[config.mk]
export PLATFORM = sky130hd
export DESIGN_NAME = dmem_arbiter
export DESIGN_NICKNAME = d
export VERILOG_FILES = /design/src/rtl/dmem_arb_pkg.sv /design/src/rtl/dmem_rsp_pipe.sv /design/src/rtl/dmem_arbiter.sv
export SDC_FILE = /design/constraint.sdc
export NUM_CORES = 1
export LEC_CHECK = 0
export ABC_AREA = 1
export CAP_MARGIN = 40
export CORE_AREA = 5 5 113 115
export DETAILED_ROUTE_END_ITERATION = 12
export DIE_AREA = 0 0 118 120
export GPL_TIMING_DRIVEN = 1
export PLACE_DENSITY_LB_ADDON = 0.05
export SLEW_MARGIN = 10
export SYNTH_ARGS = -nofsm -noshare
export SYNTH_HDL_FRONTEND = slang
export SYNTH_HIERARCHICAL = 1
export SYNTH_SLANG_ARGS = --single-unit
[constraint.sdc]
create_clock -name clk -period 1.4 [get_ports clk]
set_input_delay 0.28 -clock clk [delete_from_list [all_inputs] [get_ports clk]]
set_output_delay 0.28 -clock clk [all_outputs]
set_load 0.1 [all_outputs]
[src/rtl/dmem_arb_pkg.sv]
// Shared types for the data-memory arbiter: FSM states, response tags
// and the port index constants used to label requesters.
package dmem_arb_pkg;

  typedef enum logic {ARB = 1'b0, LOCK = 1'b1} arb_state_t;

  typedef struct packed {
    logic valid;
    logic id;
  } rsp_tag_t;

  localparam logic PORT_CORE = 1'b0;
  localparam logic PORT_DBG  = 1'b1;

  function automatic rsp_tag_t make_tag(input logic valid, input logic id);
    rsp_tag_t t;
    t.valid = valid;
    t.id    = id;
    return t;
  endfunction

endpackage

[src/rtl/dmem_rsp_pipe.sv]
// Fixed-depth shift register of response tags; the tail entry lines up with
// the memory's read data, and the whole pipe clears on reset.
module dmem_rsp_pipe
  import dmem_arb_pkg::*;
#(
  parameter int unsigned DEPTH = 1
) (
  input  logic     clk,
  input  logic     rst,
  input  logic     push,
  input  rsp_tag_t push_tag,
  output rsp_tag_t pop_tag
);

  rsp_tag_t [DEPTH-1:0] pipe_q;
  rsp_tag_t [DEPTH-1:0] pipe_d;
  rsp_tag_t             head_s;

  assign head_s = push ? push_tag : make_tag(1'b0, 1'b0);

  generate
    if (DEPTH == 1) begin : g_one
      // single stage: the pushed tag is the tail on the next cycle
      always_comb pipe_d = head_s;
    end else begin : g_many
      // shift toward the tail, new tag enters at stage 0
      always_comb pipe_d = {pipe_q[DEPTH-2:0], head_s};
    end
  endgenerate

  // tag storage, dropped entirely on reset
  always_ff @(posedge clk or negedge rst) begin
    if (!rst) begin
      pipe_q <= '0;
    end else begin
      pipe_q <= pipe_d;
    end
  end

  assign pop_tag = pipe_q[DEPTH-1];

endmodule

[src/rtl/dmem_arbiter.sv]
// Two-port round-robin arbiter in front of the data memory, with a bounded
// burst lock for the debug/DMA port and tagged read-data return.
module dmem_arbiter
  import dmem_arb_pkg::*;
#(
  parameter int unsigned AW       = 32,
  parameter int unsigned DW       = 32,
  parameter int unsigned MEM_LAT  = 1,
  parameter int unsigned MAX_LOCK = 16
) (
  input  logic          clk,
  input  logic          rst,
  input  logic          req0,
  input  logic          req1,
  input  logic          we0,
  input  logic          we1,
  input  logic [AW-1:0] addr0,
  input  logic [AW-1:0] addr1,
  input  logic [DW-1:0] wdata0,
  input  logic [DW-1:0] wdata1,
  input  logic          lock1,
  output logic          gnt0,
  output logic          gnt1,
  output logic          rvalid0,
  output logic          rvalid1,
  output logic [DW-1:0] rdata0,
  output logic [DW-1:0] rdata1,
  output logic          core_stall,
  output logic          mem_read_en,
  output logic          mem_write_en,
  output logic [AW-1:0] mem_addr,
  output logic [DW-1:0] mem_wdata,
  input  logic [DW-1:0] mem_rdata
);

  localparam int unsigned    CW         = $clog2(MAX_LOCK + 1);
  localparam logic [CW-1:0]  LOCK_LIMIT = CW'(MAX_LOCK);

  arb_state_t    state_q, state_d;
  logic          prio_q, prio_d;
  logic [CW-1:0] cnt_q, cnt_d;
  logic          arb_gnt0_s, arb_gnt1_s;
  logic          win_we_s;
  rsp_tag_t      tail_s;

  // grant selection and next-state for the round-robin / lock FSM
  always_comb begin
    state_d    = state_q;
    prio_d     = prio_q;
    cnt_d      = cnt_q;
    arb_gnt0_s = 1'b0;
    arb_gnt1_s = 1'b0;
    case (state_q)
      ARB: begin
        if (req0 && req1) begin
          arb_gnt0_s = (prio_q == PORT_CORE);
          arb_gnt1_s = (prio_q == PORT_DBG);
        end else begin
          arb_gnt0_s = req0;
          arb_gnt1_s = req1;
        end
        if (arb_gnt0_s) begin
          prio_d = PORT_DBG;
        end else if (arb_gnt1_s) begin
          prio_d = PORT_CORE;
          // a limit of one means the entering grant already used the burst
          if (lock1 && (LOCK_LIMIT > CW'(1))) begin
            state_d = LOCK;
            cnt_d   = CW'(1);
          end else begin
            state_d = ARB;
            cnt_d   = '0;
          end
        end else begin
          prio_d = prio_q;
        end
      end
      LOCK: begin
        arb_gnt1_s = req1;
        if (req1 && lock1 && ((cnt_q + CW'(1)) < LOCK_LIMIT)) begin
          cnt_d = cnt_q + CW'(1);
        end else begin
          // prio back to the core so a forced release lets port 0 in next
          state_d = ARB;
          prio_d  = PORT_CORE;
          cnt_d   = '0;
        end
      end
      default: begin
        state_d = ARB;
        prio_d  = PORT_CORE;
        cnt_d   = '0;
      end
    endcase
  end

  // arbitration state registers
  always_ff @(posedge clk or negedge rst) begin
    if (!rst) begin
      state_q <= ARB;
      prio_q  <= PORT_CORE;
      cnt_q   <= '0;
    end else begin
      state_q <= state_d;
      prio_q  <= prio_d;
      cnt_q   <= cnt_d;
    end
  end

  assign gnt0       = rst & arb_gnt0_s;
  assign gnt1       = rst & arb_gnt1_s;
  assign core_stall = rst & req0 & ~gnt0;

  // route the winning request to memory, idle bus when nobody wins
  always_comb begin
    mem_addr  = '0;
    mem_wdata = '0;
    win_we_s  = 1'b0;
    if (gnt0) begin
      mem_addr  = addr0;
      mem_wdata = wdata0;
      win_we_s  = we0;
    end else if (gnt1) begin
      mem_addr  = addr1;
      mem_wdata = wdata1;
      win_we_s  = we1;
    end else begin
      mem_addr  = '0;
      mem_wdata = '0;
      win_we_s  = 1'b0;
    end
  end

  assign mem_read_en  = (gnt0 | gnt1) & ~win_we_s;
  assign mem_write_en = (gnt0 | gnt1) & win_we_s;

  dmem_rsp_pipe #(.DEPTH(MEM_LAT)) u_rsp_pipe (
    .clk      (clk),
    .rst      (rst),
    .push     (mem_read_en),
    .push_tag (make_tag(1'b1, gnt1)),
    .pop_tag  (tail_s)
  );

  assign rvalid0 = tail_s.valid & (tail_s.id == PORT_CORE);
  assign rvalid1 = tail_s.valid & (tail_s.id == PORT_DBG);
  assign rdata0  = rvalid0 ? mem_rdata : '0;
  assign rdata1  = rvalid1 ? mem_rdata : '0;

endmodule

# Word-level counts from Yosys, hierarchy flattened
# Index checks and enable logic that the tools add are counted.
# word_totals
ff_bits	9
latch_bits	0
ramBits	0
romBits	0
in_bits	167
out_inout_bits	135
wordCells	59
n_memories	0
# op_classes
add_sub_neg	1
n_mul	0
n_div	0
order_cmp	1
eq_ne	4
shifts	0
mux	29
n_bitwise	14
n_reduce_logical	5
# op_table
cell	n
$mux 32	6
$mux 1	15
$mux 5	3
$pmux 5 s2	1
$and 1x1->1	8
$ne 2x2->1 const B	3
$pmux 1 s2	3
$add 5x1->5 const B	1
$lt 5x5->1 const B	1
$not 1->1	5
$reduce_and 2->1	2
$logic_and 1x1->1	3
$ne 3x3->1 const B	1
$mux 2	1
$or 1x1->1	1

# Depth between registers and ports, before layout
# depth
word_depth	10
ltp_mapped	10

# By module
# The synthesis kept the hierarchy.
# by_module_without_submodules
module	n_inst	cells_per_inst	area_each_um2	seq_area_each_um2
dmem_arbiter	1	388	1716.6	175.2
dmem_rsp_pipe	1	6	65.1	50.0

# Worst setup path after synthesis
# OpenSTA, ideal clock, no wires.
# synth_path
kind	flip-flop to output port
start	register u_rsp_pipe.pipe_q, in the netlist u_rsp_pipe/pop_tag[0]
end	output rdata0[10]
arrival_ns	3.470
path_slack_ns	-2.350
stages_incl_launch_ff	5
cell_sequence	dfrtp_1 > nor2_1 > inv_1 > clkbuf_1 > nor2_1
# synth_between
elab_chain_len	3
# synth_lines
item	line_no	source
start, declared	dmem_rsp_pipe.sv:15	rsp_tag_t [DEPTH-1:0] pipe_q;
start signal, assigned	dmem_rsp_pipe.sv:36	pipe_q <= pipe_d;
$not 1->1	dmem_arbiter.sv:145	assign rvalid0 = tail_s.valid & (tail_s.id == PORT_CORE);
$and 1x1->1	dmem_arbiter.sv:145	
named net rvalid0	dmem_arbiter.sv:24	output logic rvalid0,
$mux 32	dmem_arbiter.sv:147	assign rdata0 = rvalid0 ? mem_rdata : '0;
end, declared	dmem_arbiter.sv:26	output logic [DW-1:0] rdata0,
# The timed path passes the listed nets, and every way through them passes these cells.

# Worst setup path in the final report
# layout_path
start	register prio_q
end	output mem_wdata[0]
# layout_between
elab_chain_len	6
# layout_lines
item	line_no	source
start, declared	dmem_arbiter.sv:40	logic prio_q, prio_d;
start signal, assigned	dmem_arbiter.sv:105	prio_q <= prio_d;
$mux 1 / $not 1->1 (equally long branches)	dmem_arbiter.sv:55, dmem_arbiter.sv:56	
$mux 1 (on tied branches)	dmem_arbiter.sv:53, dmem_arbiter.sv:55	
$pmux 1 s2 / $mux 1 (equally long branches)	dmem_arbiter.sv:53	case (state_q)
$and 1x1->1 / $mux 1 (equally long branches)	dmem_arbiter.sv:111, dmem_arbiter.sv:53	
$mux 32 / $and 1x1->1 (equally long branches)	dmem_arbiter.sv:123, dmem_arbiter.sv:110	
$mux 32 (*)	dmem_arbiter.sv:119	if (gnt0) begin
end, declared	dmem_arbiter.sv:32	output logic [DW-1:0] mem_wdata,
# Mark *: on every way between the ends. The rest lies on a longest branch, timed or not. The select of a mux whose other input is x is not followed.

==> results.toml <==
[die]
num_io_pins = 302
core_area_um2 = 11700
std_cell_rows = 40
fp.dieArea_um2 = 14200
initial_standard_cell_utilization_of_the_core_pct = 15.2
die_span_x_um = 118
die-height_um = 120

[critical_path]
r2r_setup_slack_ps = -250
timing.critical_path.depth = 9
critPathTopFamily = "simple AND/OR/NAND/NOR gates"
path_cells = "nor2_2 > nand2_1 > nand2_2 > inv_8 > buf_12 > buf_16 > nand2_8 > nand2_8 > buf_12"
worst_r2r_startpoint = "prio_q$_DFFE_PN0P_"
critical_path.endpoint_type = "output pin"
critPathLaunchType = "flop"
path_max_fanout = 6
slowest_delay_ps = 420
critical-path-slowest-cell = "dfrtp_1"
ff2ff_path_depth = 10
worst-endpoint-required_ps = 1120
critical_path.startpoint = "prio_q$_DFFE_PN0P_"
timing.rr.end = "u_rsp_pipe/pop_tag[0]$_DFF_PN0_"
critPathCapture = "mem_wdata[0]"
path_class = "flop to output pin"
cp.arrival_ps = 1820
crit_buf_inv = 4

[clocking]
cts_tree = "yes"
post_cts_hold_buffer_count = 0
cts-buffers-inserted = 3
clkSlewWorstSetupHoldPaths_ps = 40
clkSinkCount = 9
ctsRootBufferMaster = "clkbuf_16"
clk-insertion-delay-late_ps = 240
cts.htree.levels = 1
clk_path_buf_depth = 2

[sta]
clock-skew-final_ps = 2.38
rsz_0062_raised_after_global_routing = "true"
layout_min_cycle_time_ps = 2100
post-route-worst-setup-slack_ps = -701
timing.final.hold_violations = 0
maxSlewViolCount = 0
max_freq_ghz = 0.476
min_period_over_period_pct = 150
finalSetupViolations = 139

[route]
drc_errors = 0
detailedRoute.firstIterationViolations = 156
1st_pass_router_iterations = 5
num_vias = 4188
wirelength_mm = 22.4
drt-wirelength-per-cell_um = 24.5
detail-route-antenna-nets = 0
drt-vias-per-instance = 4.59

[synth]
synth-seq-cells = 9
netlist_area_um2 = 1780
synth_cells = 394
yosysUniqueCellTypes = 20
total_nets_after_synthesis = 562
yosysWarnings = 6
avgSynthCellArea_um2 = 4.52
ys_seq_area_share_pct = 12.6

[min_path]
hold_class = "input pin to asynchronous set/reset pin"

[power]
power_density_nw_per_um2 = 524
p_leak_nw = 4.39
ir_drop_uv = 487

[layout]
final_nets = 934
antenna_cells_inserted = 0
fill_cells = 394
drive_above_1_share_pct = 66.8
layout.cell_area.non_filler_um2 = 10700
finished_layout_cells = 912
area_delta_synth_final_pct = 501

[placement]
dpl_cell_area_um2 = 9250
dpl_cells = 872
port_buffers = 301
preCtsSetupSlack_ps = -785
routabilityCongestion = 0.802
hpwl_mm = 13.4

[run_status]
status = "complete, but fails checks"
violated_checks = "negative setup slack"

[global_routing]
grt_remaining_overflow = 0
grt_max_degree = 11
grt_pass1_wl_mm = 28.9
number_of_global_route_vias_before_repair = 4755
groute.usage.overall_pct = 26.0
number_of_antenna_violations_at_the_first_check_in_global_routing = 0

[flow_run]
maxCapViolCount = 0
==> cell type report <==
| class | instances | area (um^2) | share of cell area [%] |
|---|---|---|---|
| Timing Repair Buffer | 385 | 5610 | 52.4 |
| Multi-Input combinational cell | 312 | 4360 | 40.7 |
| Sequential cell | 9 | 228 | 2.13 |
| Tap cell | 147 | 184 | 1.72 |
| Timing Repair inverter | 1 | 16.3 | 0.152 |
| Clock buffer | 4 | 78.8 | 0.736 |
| Inverter | 54 | 231 | 2.16 |
==> synthesized netlist by cell type <==
cell / instances / area [um^2]
o31ai_1: 1 / 7.51
inv_1: 50 / 188
clkbuf_1: 6 / 22.5
buf_2: 7 / 35.0
xor2_1: 1 / 8.76
nor2_2: 2 / 12.5
inv_2: 4 / 15.0
or2_2: 1 / 6.26
nor2_1: 71 / 267
nand3_2: 2 / 20.0
a21oi_1: 1 / 5.00
o21ai_0: 3 / 15.0
buf_4: 1 / 7.51
buf_6: 6 / 67.6
nand4_1: 2 / 12.5
conb_1: 1 / 3.75
nand2_1: 220 / 826
ha_1: 1 / 12.5
nand3_1: 5 / 25.0
dfrtp_1: 9 / 225
==> repair_timing <==
action                                  4_1_cts  5_1_grt
cloned                                       10        2
pin swaps                                    32       40
endpoints found under the setup margin      137      140
gates resized for setup                     132       61
buffers inserted                             21       11
==> metrics by stage <==
step | setup TNS [ps] | utilization [%] | hold slack [ps] | power [mW]
after floorplan | -39860 | - | -15.6 | 2.84
after global placement | -51340 | 79.0 | 507 | 4.43
after detailed placement | -54430 | 79.0 | 524 | 4.48
after CTS | -53110 | 88.5 | 215 | 5.34
after global routing | -68810 | 91.4 | 254 | 5.75
final | -65950 | 91.4 | 230 | 5.61
==> kinds of logic after synthesis <==
| group | share of synthesized area (%) |
|---|---|
| XOR/XNOR | 0.492 |
| buffers and inverters | 18.8 |
| AND/OR/NAND/NOR | 65.6 |
| AO/OA/AOI/OAI | 1.54 |
| adder cells (fa/ha/maj) | 0.702 |
| flip-flops | 12.6 |
| other | 0.210 |
==> flip-flops by register name, indices dropped and copies added (netlist names) <==
register            count
cnt_q                   5
u_rsp_pipe/pop_tag      2
prio_q                  1
state_q                 1
==> routing by layer <==
layer / track usage [%] / wire [um]
met1: 24.8 / 6980
met3: 6.74 / 1310
met2: 53.3 / 13400
met4: 8.10 / 699
met5: 0 / 0
==> cells in the final DEF, fill, tap and decap left out, types with 2 or more instances in the layout <==
cell	instances
inv_1	44
nor2_4	67
dfrtp_1	7
inv_2	6
clkbuf_16	5
buf_6	20
nor2_1	5
nand2_4	56
clkdlybuf4s50_1	163
buf_8	8
nand2_2	15
buf_16	10
nand2_8	132
nand3_1	4
dlygate4sd2_1	3
buf_12	155
nand2_1	18
dfrtp_2	2
nand4_1	2
nand3_4	2
o21ai_0	3
buf_4	24
==> worst min path at each step <==
stage                                end  slack, ps  cells after the start
finish                prio_q$_DFFE_PN0P_        230                      3
global route          prio_q$_DFFE_PN0P_        250                      3
CTS                   prio_q$_DFFE_PN0P_        220                      3
detailed placement  cnt_q[4]$_DFFE_PN0P_        520                      2
global placement    cnt_q[4]$_DFFE_PN0P_        510                      2
floorplan           cnt_q[0]$_DFFE_PN0P_        -20                      0
==> worst min-delay path: stages <==
cell and delay [ps]:
dlygate4sd2_1 240, buf_6 120, buf_4 180
==> report_power, final <==
group | internal [mW] | switching, mW | leakage, nW
clock | 0.383 | 0.149 | 0.0382
combinational | 1.93 | 2.84 | 4.24
sequential | 0.285 | 0.0313 | 0.116
No activity file was read; power rests on OpenSTA's default activity.
